==> src/rtl/inst_fetcher.sv <==
// rtl/inst_fetcher.sv - PC owner, single-outstanding I-cache fetch, branch pre-decode, in-order instruction queue
// Optional feature macro: IF_PREFETCH_EN (overlap the next request with the current response)
module inst_fetcher #(
    parameter int          IQ_DEPTH   = 8,
    parameter int          IQ_DEPTH_W = 3,
    parameter logic [31:0] RESET_PC   = 32'h0
) (
    input  logic        clk_in,
    input  logic        rst_in,
    input  logic        rdy_in,
    output logic        ic_req_valid,
    output logic [31:0] ic_req_addr,
    input  logic        ic_req_ready,
    input  logic        ic_resp_valid,
    input  logic [31:0] ic_resp_inst,
    output logic        bp_branch,
    output logic [31:0] bp_imm,
    output logic [31:0] bp_pc,
    input  logic        bp_need_branch,
    input  logic [31:0] bp_branch_addr,
    input  logic        bp_predict_fail,
    input  logic [31:0] bp_fail_addr,
    output logic        iq_valid,
    output logic [31:0] iq_inst,
    output logic [31:0] iq_pc,
    output logic        iq_pred_taken,
    input  logic        iq_ready
);

    typedef enum logic [1:0] {
        ST_IDLE,
        ST_WAIT,
        ST_DISCARD
    } state_t;

    localparam logic [IQ_DEPTH_W:0] DEPTH_C = (IQ_DEPTH_W + 1)'(IQ_DEPTH);
    localparam logic [6:0]          OP_BRANCH = 7'b1100011;

    state_t                state;
    logic [31:0]           pc;
    logic [IQ_DEPTH_W-1:0] front;
    logic [IQ_DEPTH_W-1:0] rear;
    logic [IQ_DEPTH_W:0]   count;

    logic [31:0] inst_mem  [IQ_DEPTH];
    logic [31:0] pc_mem    [IQ_DEPTH];
    logic        taken_mem [IQ_DEPTH];

    logic        active;
    logic        resp_fire;
    logic        is_branch;
    logic        taken;
    logic [31:0] next_pc;
    logic        push;
    logic        pop;
    logic        idle_req;
    logic        prefetch;
    logic        req_fire;

    // Nothing moves while held in reset or while the global ready is low.
    assign active    = rst_in && rdy_in;
    assign resp_fire = active && (state == ST_WAIT) && ic_resp_valid;
    assign is_branch = (ic_resp_inst[6:0] == OP_BRANCH);

    assign bp_branch = resp_fire && is_branch && !bp_predict_fail;
    assign bp_pc     = bp_branch ? pc : 32'h0;
    assign bp_imm    = bp_branch ? {{20{ic_resp_inst[31]}}, ic_resp_inst[7],
                                    ic_resp_inst[30:25], ic_resp_inst[11:8], 1'b0}
                                 : 32'h0;

    assign taken   = bp_branch && bp_need_branch;
    assign next_pc = taken ? bp_branch_addr : (pc + 32'd4);

    assign push = resp_fire && !bp_predict_fail;
    assign pop  = active && iq_ready && (count != '0) && !bp_predict_fail;

    assign idle_req = active && (state == ST_IDLE) && (count < DEPTH_C) && !bp_predict_fail;

`ifdef IF_PREFETCH_EN
    // The request for the following word rides on the response cycle; leave room for this push.
    assign prefetch = push && ((count + {{IQ_DEPTH_W{1'b0}}, 1'b1}) < DEPTH_C);
`else
    assign prefetch = 1'b0;
`endif

    assign ic_req_valid = idle_req || prefetch;
    assign ic_req_addr  = prefetch ? next_pc : pc;
    assign req_fire     = ic_req_valid && ic_req_ready;

    assign iq_valid      = (count != '0);
    assign iq_inst       = iq_valid ? inst_mem[front]  : 32'h0;
    assign iq_pc         = iq_valid ? pc_mem[front]    : 32'h0;
    assign iq_pred_taken = iq_valid ? taken_mem[front] : 1'b0;

    always_ff @(posedge clk_in) begin
        if (!rst_in) begin
            state <= ST_IDLE;
            pc    <= RESET_PC;
            front <= '0;
            rear  <= '0;
            count <= '0;
        end else if (rdy_in) begin
            if (bp_predict_fail) begin
                pc    <= bp_fail_addr;
                front <= '0;
                rear  <= '0;
                count <= '0;
                // A response landing in the flush cycle is consumed here, so nothing is left to drop.
                case (state)
                    ST_IDLE: state <= ST_IDLE;
                    default: state <= ic_resp_valid ? ST_IDLE : ST_DISCARD;
                endcase
            end else begin
                case (state)
                    ST_IDLE: begin
                        if (req_fire)
                            state <= ST_WAIT;
                    end
                    ST_WAIT: begin
                        if (ic_resp_valid) begin
                            pc    <= next_pc;
                            state <= (prefetch && ic_req_ready) ? ST_WAIT : ST_IDLE;
                        end
                    end
                    ST_DISCARD: begin
                        if (ic_resp_valid)
                            state <= ST_IDLE;
                    end
                    default: state <= ST_IDLE;
                endcase

                if (push)
                    rear <= rear + 1'b1;
                if (pop)
                    front <= front + 1'b1;
                case ({push, pop})
                    2'b10:   count <= count + 1'b1;
                    2'b01:   count <= count - 1'b1;
                    default: count <= count;
                endcase
            end
        end
    end

    always_ff @(posedge clk_in) begin
        if (push) begin
            inst_mem[rear]  <= ic_resp_inst;
            pc_mem[rear]    <= pc;
            taken_mem[rear] <= taken;
        end
    end

endmodule

==> config.mk <==
export PLATFORM = sky130hd
export DESIGN_NAME = inst_fetcher
export DESIGN_NICKNAME = d
export VERILOG_FILES = /design/src/rtl/inst_fetcher.sv
export SDC_FILE = /design/constraint.sdc
export NUM_CORES = 1
export LEC_CHECK = 0
export BUFFER_PORTS_ARGS = -buffer_cell sky130_fd_sc_hd__clkbuf_2
export CAP_MARGIN = 25
export CORE_ASPECT_RATIO = 0.9
export CORE_MARGIN = 5
export CORE_UTILIZATION = 50
export CTS_CLUSTER_DIAMETER = 100
export CTS_CLUSTER_SIZE = 12
export DETAILED_ROUTE_END_ITERATION = 6
export PLACE_DENSITY = 0.73
export SLEW_MARGIN = 25
export SYNTH_ARGS = -nofsm -noshare
export SYNTH_HDL_FRONTEND = slang
export SYNTH_SLANG_ARGS = --single-unit
==> constraint.sdc <==
create_clock -name clk_in -period 7.48 [get_ports clk_in]
set_clock_uncertainty 0.05 [all_clocks]
set_input_delay 1.496 -clock clk_in [delete_from_list [all_inputs] [get_ports clk_in]]
set_output_delay 1.496 -clock clk_in [all_outputs]
set_load 0.01 [all_outputs]
# ---- Yosys cells after proc, flatten, opt, wreduce, memory -nomap -nowiden
# Memory sizes are Yosys's and may differ from the RTL's. A register that Yosys moved wholly into a read port is not among the register bits.
# Index checks and enable logic that the tools add are counted.
dict set report op_classes {
  add_sub_neg 5
  magnitude_cmp 1
  n_eq_ne 7
  mux 29
  n_reduce_logical 28
}
# op count
set op_table {}
lappend op_table {{32-bit 2-to-1 mux} 8}
lappend op_table {{32-bit by 3-bit adder with 32-bit output (second input constant)} 1}
lappend op_table {{3-bit 2-to-1 mux} 10}
lappend op_table {{1-bit logical AND} 14}
lappend op_table {{2-bit 2-to-1 mux} 5}
lappend op_table {{4-bit one-hot mux with 2 select lines} 1}
lappend op_table {{2-bit nonzero test} 4}
lappend op_table {{7-bit equality test (second input constant)} 1}
lappend op_table {{3-bit by 1-bit adder with 3-bit output (second input constant)} 2}
lappend op_table {{2-bit AND reduction} 3}
lappend op_table {{3-bit AND reduction} 2}
lappend op_table {{4-bit by 1-bit adder with 4-bit output (second input constant)} 1}
lappend op_table {{2-bit by 1-bit equality test with 1-bit output (second input constant)} 2}
lappend op_table {{2-bit equality test (second input constant)} 2}
lappend op_table {{4-bit < comparator (second input constant)} 1}
lappend op_table {{4-bit 2-to-1 mux} 1}
lappend op_table {{2-bit one-hot mux with 2 select lines} 1}
lappend op_table {{4-bit nonzero test} 1}
lappend op_table {{4-bit by 1-bit subtractor with 4-bit output (second input constant)} 1}
lappend op_table {{1-bit 2-to-1 mux} 3}
lappend op_table {{3-bit by 1-bit inequality test with 1-bit output (second input constant)} 1}
lappend op_table {{3-bit inequality test (second input constant)} 1}
lappend op_table {{3-bit nonzero test} 1}
lappend op_table {{2-bit zero test} 1}
lappend op_table {{2 further kinds} 2}
dict set report word_totals {
  regBits 44
  mem_bits_rw 520
  output_inout_bits 164
  wordCells 78
  mem_count 3
}
# memory depth word_bits read_ports rd_ports_with_merged_regs write_ports line_no
set mem_list {}
lappend mem_list {inst_mem 8 32 1 1 1 45} ;# logic [31:0] inst_mem [IQ_DEPTH];
lappend mem_list {pc_mem 8 32 1 1 1 46} ;# logic [31:0] pc_mem [IQ_DEPTH];
lappend mem_list {taken_mem 8 1 1 1 1 47} ;# logic taken_mem [IQ_DEPTH];

# ---- Depth between registers and ports, before layout
# Gate-level depths: netlist of the first run.
dict set report logic_depth {
  ltp_word 10
  mapped_depth 10
}

# ---- Least setup slack after synthesis of the first run
# Ideal clock, no wire load.
dict set report synth_path {
  path_type {input to register}
  start {input rst_in}
  end {memory inst_mem[0][0], enable pin}
  t_arrival_ps 6630
  required_time_ps 6862
  slack_ps 232
  cell_stages 4
  n_path_buf 1
  cell_sequence {buf_2 > nand2_1 > or3_1 > nor3_1}
}
dict set report synth_between {
  elab_chain_cells 6
}
# element line_no
set synth_lines {}
lappend synth_lines {{start: declaration} 9} ;# input logic rst_in,
lappend synth_lines {{1-bit logical AND} 61} ;# assign active = rst_in && rdy_in;
lappend synth_lines {{1-bit logical AND (2 in a row)} 62} ;# assign resp_fire = active && (state == ST_WAIT) && ic_resp_valid;
lappend synth_lines {{1-bit logical AND} 74} ;# assign push = resp_fire && !bp_predict_fail;
lappend synth_lines {{1-bit 2-to-1 mux} 146} ;# if (push) begin
lappend synth_lines {{1-bit 2-to-1 mux (not written as such)} 147} ;# inst_mem[rear] <= ic_resp_inst;
lappend synth_lines {{end: declaration} 45}
# Every way passes these cells.

# ---- Worst setup path in the final report of the first run
dict set report layout_path {
  start {input bp_predict_fail}
  end {output bp_pc[25]}
}
dict set report layout_between {
  elab_chain_cells 3
}
# element line_no
set layout_lines {}
lappend layout_lines {{start: declaration} 21} ;# input logic bp_predict_fail,
lappend layout_lines {{1-bit zero test} 65} ;# assign bp_branch = resp_fire && is_branch && !bp_predict_fail;
lappend layout_lines {{1-bit logical AND} 65}
lappend layout_lines {{32-bit 2-to-1 mux} 66} ;# assign bp_pc = bp_branch ? pc : 32'h0;
lappend layout_lines {{end: declaration} 18} ;# output logic [31:0] bp_pc,
# Every way passes these cells.

==> metrics.txt, run 1 <==
outcome completed; routability cong. 0.8685; syn avg cell area roughly 18 um2; Routed WL per cell between 20 and 30 um; Die Y between 200 and 250 um; Final Cycle Share between 60% and 70%; DRC 0; gr usage total 21.65%; critical path's top delay family buffers and inverters; dpl cells roughly 2100; ANT cells 0; clock latency on the worst-skew pair between 0.5 and 0.6 ns; Pre-antenna DRT Iters 5; flop2flop setup slack 4.39 ns; synth cell count leaders 520 x edfxtp_1, 130 x mux4_2, 94 x nor2_1; Post-synth EDFFs 520; hold path start state[1]; CP Buf/Inv Count 4; Hold Slack 0.4280 ns; first-pass GRT wire length ~85000 um; CTS tree built; LEAKAGE 8.984 nW; final hold violations 0; top-count cell post-synth edfxtp_1; Synth top area share roughly two thirds; Ys Warns 0; maximum clock rate just under 0.2 GHz; CTS Buf Count between 50 and 60; Worst Path Arrival around 3.5 ns; H-tree Lvls 2; Worst-Margin Slew around 1.1 ns; initial antenna violation count 2; Die ar. between 50000 and 60000 um2; final setup vio count 0; minimum clock period roughly 5 ns; Slew HR between 20% and 30%; area leader, netlist edfxtp_1; setup_tns 0 ns; Hold WC Path Type reg2reg; Congestion Overflow GR 0; vias per std cell between 5 and 6; Post-Route WL about 56000 um; Power Density 226.0 nW/um2; Post-synth top flop edfxtp_1; core outline area ~46000 um2; DR iter-0 viols ~1400; CTS Sinks about 570; Final Non-Filler Cells about 2200; Mapped Nets roughly 1400; DP HPWL 32990 um; number of I/O port buffers between 200 and 300; Mapped Cells 1316; Starting Density 50.23%; Max Cap Viol 0; crit-path cells clkbuf_2, buf_4, nand3b_1, nor4_2, buf_4, and2_1, clkbuf_2; register clock-pin slew on the reported worst setup and hold paths about 0.06 ns; Post-synth ARST share 0%; RSZ-0062 raised after global routing false; crit path from bp_predict_fail; routed vias 13310; Post-layout nets roughly 1700; Die Wd roughly 240 um; CTS root buffer clkbuf_16; CTS Buffer Depth 3; CP max stage cell buf_4; Final Max Slew Viols 0; ranking of synthesized cells by area edfxtp_1 67%, mux4_2 13%, dfxtp_1 4.0%, mux2i_1 2.9%, nor2_1 1.5%; Synth cell types between 60 and 70; startpoint types input port; hold-fix buffer count after cts 0; Worst IR Drop VDD between 150 and 200 uV; Synth Cell Area between 20000 and 25000 um2; post-CTS sizing 0; critical path's largest stage delay roughly 0.54 ns; Ports roughly 270; CP Capture Type output port; kind of critical path in2out; Critical Path RT ~5.9 ns; post-synthesis register bit count roughly 570; Post-DRT Antenna Nets 0; via count of the first global-routing pass 13870; Rows 75; Layout area overhead 15.76%; fraction of layout cells with a size suffix above 1 around a third; RR Startpoint state[1]; Critical Path Fanout Max 48; Setup Fix Bufs, Post-CTS 0; largest net degree at the start of global routing just over 90; sequential fraction of the synthesis area ~70%
## per-layer routing
metal  global-route usage, %  up-vias  wire length [um]
met2                   34.23      553             26550
met3                   3.717       98              3739
li1                        -     5771                 -
met1                   31.11     6886             23810
met5                       0        -                26
met4                   7.272        4              1544
## stage by stage
stage,cell area (um2),power (mW),util (%),setup WS [ns]
2_1_floorplan,23280,3.620,-,0.2316
3_3_place_gp,25270,3.710,54.52,2.537
3_5_place_dp,25440,3.716,54.87,2.419
4_1_cts,26950,6.135,58.13,2.371
5_1_grt,26950,6.286,58.15,2.192
6_report,26950,6.091,58.15,2.392
## registers in the layout, indices dropped and copies added (netlist names), named ones only
name	count
count	4
front	3
ic_req_addr	32
inst_mem	256
pc_mem	256
rear	3
state	2
taken_mem	8
## tightest hold or removal path, cell delays in order, from the launching register on
cell     delay, ns
dfxtp_1       0.31
o21ai_0       0.06
a21oi_1       0.06
## power breakdown
| part | leakage [nW] | switching [mW] | internal, mW | total [mW] |
|---|---|---|---|---|
| clock network | 0.725 | 1.09 | 1.35 | 2.44 |
| logic | 3.05 | 0.0850 | 0.0518 | 0.137 |
| registers | 5.21 | 0.0491 | 3.47 | 3.51 |
## cell usage in the layout (no fill, tap or decap), drive strengths merged, types with 5 or more instances in the layout
cell type  Yosys  layout
a211oi         5       5
a21o           9       9
a21oi         47      47
a22oi         10      10
a31oi          9       9
and2          50      50
and3          10      10
and4           5       5
buf           48      30
clkbuf        48     352
dfxtp         47      47
edfxtp       520     520
ha             7       7
inv            6       8
mux2i         67      67
mux4         130     130
nand2         39      39
nand3         13      13
nand4         10      10
nor2          94      94
nor3          10      10
nor4          12      12
o211ai         5       5
o21ai         35      35
o22ai          7       7
or3            5       5
or4            5       5
xnor2          8       8
xor2           9       9
## area by class of cell
cell class | count | area, um2
inverter | 8 | 30.03
clock buffer | 86 | 1493
fill | 3552 | 19400
sequential | 567 | 16570
timing repair buffer | 296 | 1744
tap | 616 | 770.7
multi-input combinational | 645 | 6330
clock inverter | 2 | 20.02
## kinds of logic (layout without fill, tap and decap cells)
logic type	after synthesis	after routing	synth area share, %
adder cells (fa/ha/maj)	7	7	0.3761
AND/OR/NAND/NOR	265	265	5.965
XOR/XNOR	17	17	0.6395
buffers and inverters	104	392	2.085
flip-flops	567	567	71.10
multiplexers	197	197	15.45
other	1	1	0.01610
AO/OA/AOI/OAI	158	158	4.363
## worst paths after layout
check        depth (start not counted)      endpoint
min                                  2      state[1]
max                                  7     bp_pc[25]
max reg2reg                          6  pc_mem[2][1]
min reg2reg                          2      state[1]
Power figures use the tool's default switching activity.
==> run 2: changes to the inputs <==
Settings changed: PLACE_DENSITY 0.73 to 0.7.
Clock period 7.48 ns to 4.98 ns, I/O delays scaled along.
==> run 2 against run 1 <==
Compared with the run above: sequential power up 50%; global-route usage about the same; routed wire length up 0.16%; sequential cell count unchanged; critical path type is now reg2out; clock power up 50%; largest power group unchanged; register-to-register slack worse by 2.4 ns.
==> metrics.txt, run 2 (synthesis gave the netlist of run 1 again) <==
Post-DRT Antenna Nets 0 (unchanged); DP HPWL 32910 um (-0.24%); fraction of layout cells with a size suffix above 1 32.17% (+0.25 points); Pre-antenna DRT Iters 5 (unchanged); fin util 58.05% (-0.092 points); startpoint types flop; GRT met3 Usage 4.038% (+0.32 points); placed cell area 25400 um2 (-0.14%); ANT cells 0 (unchanged); largest net degree at the start of global routing 66 (-27%); clock latency on the worst-skew pair 0.60 ns (about the same); post-CTS sizing 0 (unchanged); Starting Density 50.23% (unchanged); CP Capture Type output port; crit-path cells buf_4, mux4_2, mux2i_1, nor2_1, clkbuf_2; gr usage total 21.68% (+0.030 points); Reg2Reg Capture Point ic_req_addr[14]; critical path's top delay family multiplexers; GR Util met2 34.61% (+0.37 points); DR iter-0 viols 1387 (+2.5%); RSZ-0062 raised after global routing false; worst hold stages 2 (unchanged); CP max stage cell dfxtp_4; core outline area 46360 um2 (unchanged); setup_tns 0 ns (unchanged); final hold violations 0 (unchanged); critical path's largest stage delay 0.79 ns (+0.25 ns); final setup vio count 0 (unchanged); routability cong. 0.8282 (-4.6%); Worst Path Arrival 2.93 ns (-0.61 ns); Die ar. 50990 um2 (unchanged); initial antenna violation count 2 (unchanged); Hold Slack 0.4416 ns (+0.01363 ns); CTS Buffer Depth 3 (unchanged); flop2flop setup slack 1.98 ns (-2.41 ns); via count of the first global-routing pass 13810 (-0.43%); Total Power Consumption 9.156 mW (+50%); Rows 75 (unchanged); Max Cap Viol 0 (unchanged); Hold WC Path Type reg2reg; CTS root buffer clkbuf_16; number of I/O port buffers 266 (unchanged); Final Cycle Share between 70% and 80%; number of cells on the critical path 5 (-2); Die Wd 237.5 um (unchanged); Worst IR Drop VDD 252.6 uV (+58%); CTS Buf Count 53 (unchanged); first-pass GRT wire length 84630 um (+0.12%); Setup Fix Bufs, Post-CTS 0 (unchanged); final instance area 26910 um2 (-0.16%); DRC 0 (unchanged); CTS tree built; Congestion Overflow GR 0 (unchanged); Final Max Slew Viols 0 (unchanged); most frequent cells in the layout 520 x edfxtp_1, 266 x clkbuf_2, 130 x mux4_2; outcome completed; kind of critical path reg2out; hold endpoint state[1]; routed vias 13340 (+0.21%); dpl cells 2138 (+0.28%); Post-layout nets 1688 (+0.36%); Die Y 214.7 um (unchanged); Routed WL per cell 25.05 um (-0.11%); Layout area overhead 15.58%; LEAKAGE 8.988 nW (about the same); Critical Path RT 3.93 ns (-2.00 ns); pre-CTS setup slack 1.092 ns (-1.327 ns); vias per std cell 5.993 (about the same); Final Non-Filler Cells 2226 (+0.27%); Slew HR 32.20% (+2.7 points); met1 Use GR 30.83% (-0.28 points); register clock-pin slew on the reported worst setup and hold paths 0.06 ns (about the same); worst setup margin 1.003 ns (-1.390 ns); maximum clock rate approximately 0.25 GHz; most common cell after layout, fill and taps aside edfxtp_1; RR Startpoint state[1]; Critical Path Fanout Max 33 (-31%); CP Buf/Inv Count 2 (-2); cells on worst reg2reg path 8 (+2); CTS Sinks 567 (unchanged); Post-Route WL 55760 um (+0.16%); Power Density 340.2 nW/um2 (+51%); H-tree Lvls 2 (unchanged); Worst-Margin Slew 1.009 ns (-0.04875 ns); hold-fix buffer count after cts 0 (unchanged); minimum clock period ~4.0 ns; most used routing layer met2; Ports 268 (unchanged); hold path start state[1]
-- run 2: worst max path at each step --
stage | from | end
5_1_grt | flop | iq_pc[11]
2_1_floorplan | rst_in | inst_mem[2][0]
3_5_place_dp | ic_resp_inst[4] | bp_imm[29]
4_1_cts | flop | iq_pc[11]
3_3_place_gp | ic_resp_inst[4] | bp_imm[22]
6_report | flop | iq_pc[11]
-- run 2: routing by layer --
| metal | routed length [um] | part of all wire (%) | vias up |
|---|---|---|---|
| met5 | 11 | 0.020 | - |
| met4 | 1498 | 2.7 | 2 |
| met3 | 4211 | 7.6 | 92 |
| met2 | 26810 | 48 | 609 |
| met1 | 23230 | 42 | 6832 |
| li1 | - | - | 5805 |
-- run 2: tightest hold or removal path, cell delays in order, from the launching register on --
cell     delay (ns)
dfxtp_1        0.31
o21ai_0        0.07
a21oi_1        0.06
-- run 2: final cells by class --
| class | count | area (um2) |
|---|---|---|
| clock buffers | 86 | 1493 |
| clock inverters | 2 | 20.02 |
| fillers | 3566 | 19440 |
| inverters | 8 | 30.03 |
| multi-input cells | 645 | 6330 |
| flip-flops and latches | 567 | 16570 |
| well taps | 616 | 770.7 |
| repair buffers | 302 | 1702 |
-- run 2: power by group --
part | leakage, nW | total [mW] | switching, mW | internal [mW]
Clock | 0.725 | 3.67 | 1.64 | 2.03
Sequential | 5.21 | 5.28 | 0.0707 | 5.21
Combinational | 3.05 | 0.212 | 0.133 | 0.0795
==> run 3: changes to the inputs <==
Settings changed: PLACE_DENSITY 0.7 to 0.73.
Clock period 4.98 ns to 3.42 ns, I/O delays scaled along.
==> run 3 against run 2 <==
Compared with the run above: via count rose by 2.1%; design area rose by 1.4%; critical endpoint is now iq_inst[30]; clock power rose by 49%; power rose by 47%; sequential cell count did not move; critical path type unchanged; die area did not move; first-iteration DRC count fell by 12%; critical path depth rose by 1.
==> metrics.txt, run 3 (synthesis gave the netlist of run 1 again) <==
most common cell after layout, fill and taps aside edfxtp_1; Internal 10.71 mW (+46%); critical path's largest stage delay 0.52 ns (-0.27 ns); fraction of layout cells with a size suffix above 1 33.15% (+0.98 points); Die ar. 50990 um2 (unchanged); maximum clock rate roughly 0.31 GHz; post-CTS sizing 0 (unchanged); cells on worst reg2reg path 8 (unchanged); initial antenna violation count 3 (+1); final setup vio count 0 (unchanged); core outline area 46360 um2 (unchanged); CP Capture Type output port; Die Wd 237.5 um (unchanged); DP HPWL 34240 um (+4.0%); hold path start bp_branch_addr[28]; Sw Share 20.36% (+0.28 points); worst hold stages 3 (+1); Congestion Overflow GR 0 (unchanged); flop2flop setup slack 0.83 ns (-1.15 ns); crit-path cells buf_12, buf_4, mux4_2, mux2i_1, nor2_1, clkbuf_2; Starting Density 50.23% (unchanged); DR iter-0 viols 1223 (-12%); Post-DRT Antenna Nets 0 (unchanged); clock latency on the worst-skew pair 0.60 ns (about the same); ANT cells 0 (unchanged); CTS root buffer clkbuf_16; Post-layout nets 1714 (+1.5%); DRC 0 (unchanged); Final Max Slew Viols 0 (unchanged); Setup Fix Bufs, Post-CTS 0 (unchanged); largest net degree at the start of global routing 66 (unchanged); Critical Path Fanout Max 25 (-24%); RR Startpoint count[0]; CTS Buf Count 53 (unchanged); CTS Buffer Depth 3 (unchanged); Post-Route WL 57040 um (+2.3%); number of I/O port buffers 266 (unchanged); CTS Sinks 567 (unchanged); RSZ-0062 raised after global routing false; Layout area overhead 17.24%; hold endpoint ic_req_addr[28]; minimum clock period 3.209 ns; pre-CTS setup slack 0.3940 ns (-0.6977 ns); Seq pwr share 56.9% (-0.7 points); CP max stage cell mux4_2; Total Power Consumption 13.45 mW (+47%); Reg2Reg Capture Point count[3]; most frequent cells in the layout 520 x edfxtp_1, 266 x clkbuf_2, 130 x mux4_2; Slew HR 50.59% (+18 points); final hold violations 0 (unchanged); first-pass GRT wire length 86260 um (+1.9%); routability cong. 0.8471 (+2.3%); Max Cap Viol 0 (unchanged); gr usage total 22.11% (+0.43 points); Sw Pwr 2.740 mW (+49%); Power Density 492.8 nW/um2 (+45%); worst setup margin 0.2107 ns (-0.7920 ns); Die Y 214.7 um (unchanged); via count of the first global-routing pass 14060 (+1.8%); startpoint types flop; Critical Path RT 2.69 ns (-1.24 ns); Worst IR Drop VDD 344.8 uV (+37%); routed vias 13620 (+2.1%); Routed WL per cell 25.21 um (+0.63%); Rows 75 (unchanged); Final Cycle Share around 94%; CTS tree built; Combinational Power Share 2.6% (+0.3 points); Worst Path Arrival 2.48 ns (-0.45 ns); H-tree Lvls 2 (unchanged); Worst-Margin Slew 0.7384 ns (-0.2703 ns); LEAKAGE 9.180 nW (+2.1%); kind of critical path reg2out; vias per std cell 6.017 (+0.41%); outcome completed; CP Buf/Inv Count 3 (+1); hold-fix buffer count after cts 0 (unchanged); Pre-antenna DRT Iters 5 (unchanged); register clock-pin slew on the reported worst setup and hold paths 0.06 ns (about the same); Hold WC Path Type in2reg; critical path's top delay family multiplexers; clock group share of total power 40.5% (+0.4 points); Ports 268 (unchanged)
-- run 3: how the worst max path moves through the flow --
stage	slack (ns)	from	end	cells after the start
2_1_floorplan	-1.02	bp_predict_fail	inst_mem[7][0]	4
4_1_cts	0.12	flop	iq_inst[30]	6
5_1_grt	0.01	flop	iq_inst[30]	6
3_5_place_dp	0.39	ic_resp_inst[4]	bp_pc[24]	8
3_3_place_gp	0.47	ic_resp_inst[4]	bp_imm[17]	8
6_report	0.21	flop	iq_inst[30]	6
-- run 3: layout make-up --
type / instances / area [um2]
Tap cell: 616 / 770.7
Sequential cell: 567 / 16570
Clock buffer: 97 / 1534
Inverter: 8 / 30.03
Timing Repair Buffer: 328 / 2034
Multi-Input combinational cell: 645 / 6342
Fill cell: 3430 / 19060
Clock inverter: 2 / 20.02
-- run 3: layer usage --
| metal | track usage, % | up-vias | share of wire (%) |
|---|---|---|---|
| li1 | - | 5855 | - |
| met1 | 31.54 | 7026 | 41 |
| met2 | 35.82 | 628 | 49 |
| met3 | 3.384 | 102 | 7.5 |
| met4 | 6.830 | 6 | 2.7 |
| met5 | 0 | - | 0.060 |
-- run 3: worst register-to-register path: cells and delay by family, from the launching register on --
family,cells,cell delay [ns]
AOI/OAI and AO/OA,3,1.08
adders and majority gates,1,0.39
muxes,1,0.19
DFF,1,0.39
and+or+nand+nor,3,0.39
-- run 3: through the flow --
step           hold slack, ns  setup TNS, ns  utilization, %  std cells  cell area (um2)
3_5_place_dp           0.4177              0           55.54       2164            25740
6_report               0.3063              0           58.89       2263            27300
3_3_place_gp           0.4174              0           55.54       2164            25740
5_1_grt                0.3103              0           58.89       2263            27300
2_1_floorplan          0.4037        -269.97               -       1316            23320
4_1_cts                0.2811              0           58.89       2263            27300
-- run 3: power by group through the flow --
| stage | sequential (mW) | clock (mW) | combinational (mW) |
|---|---|---|---|
| floorplan | 7.79 | 0 | 0.125 |
| global placement | 7.79 | 0 | 0.336 |
| detailed placement | 7.80 | 0 | 0.348 |
| CTS | 7.65 | 5.55 | 0.350 |
| global route | 7.65 | 5.85 | 0.382 |
| finish | 7.65 | 5.45 | 0.352 |
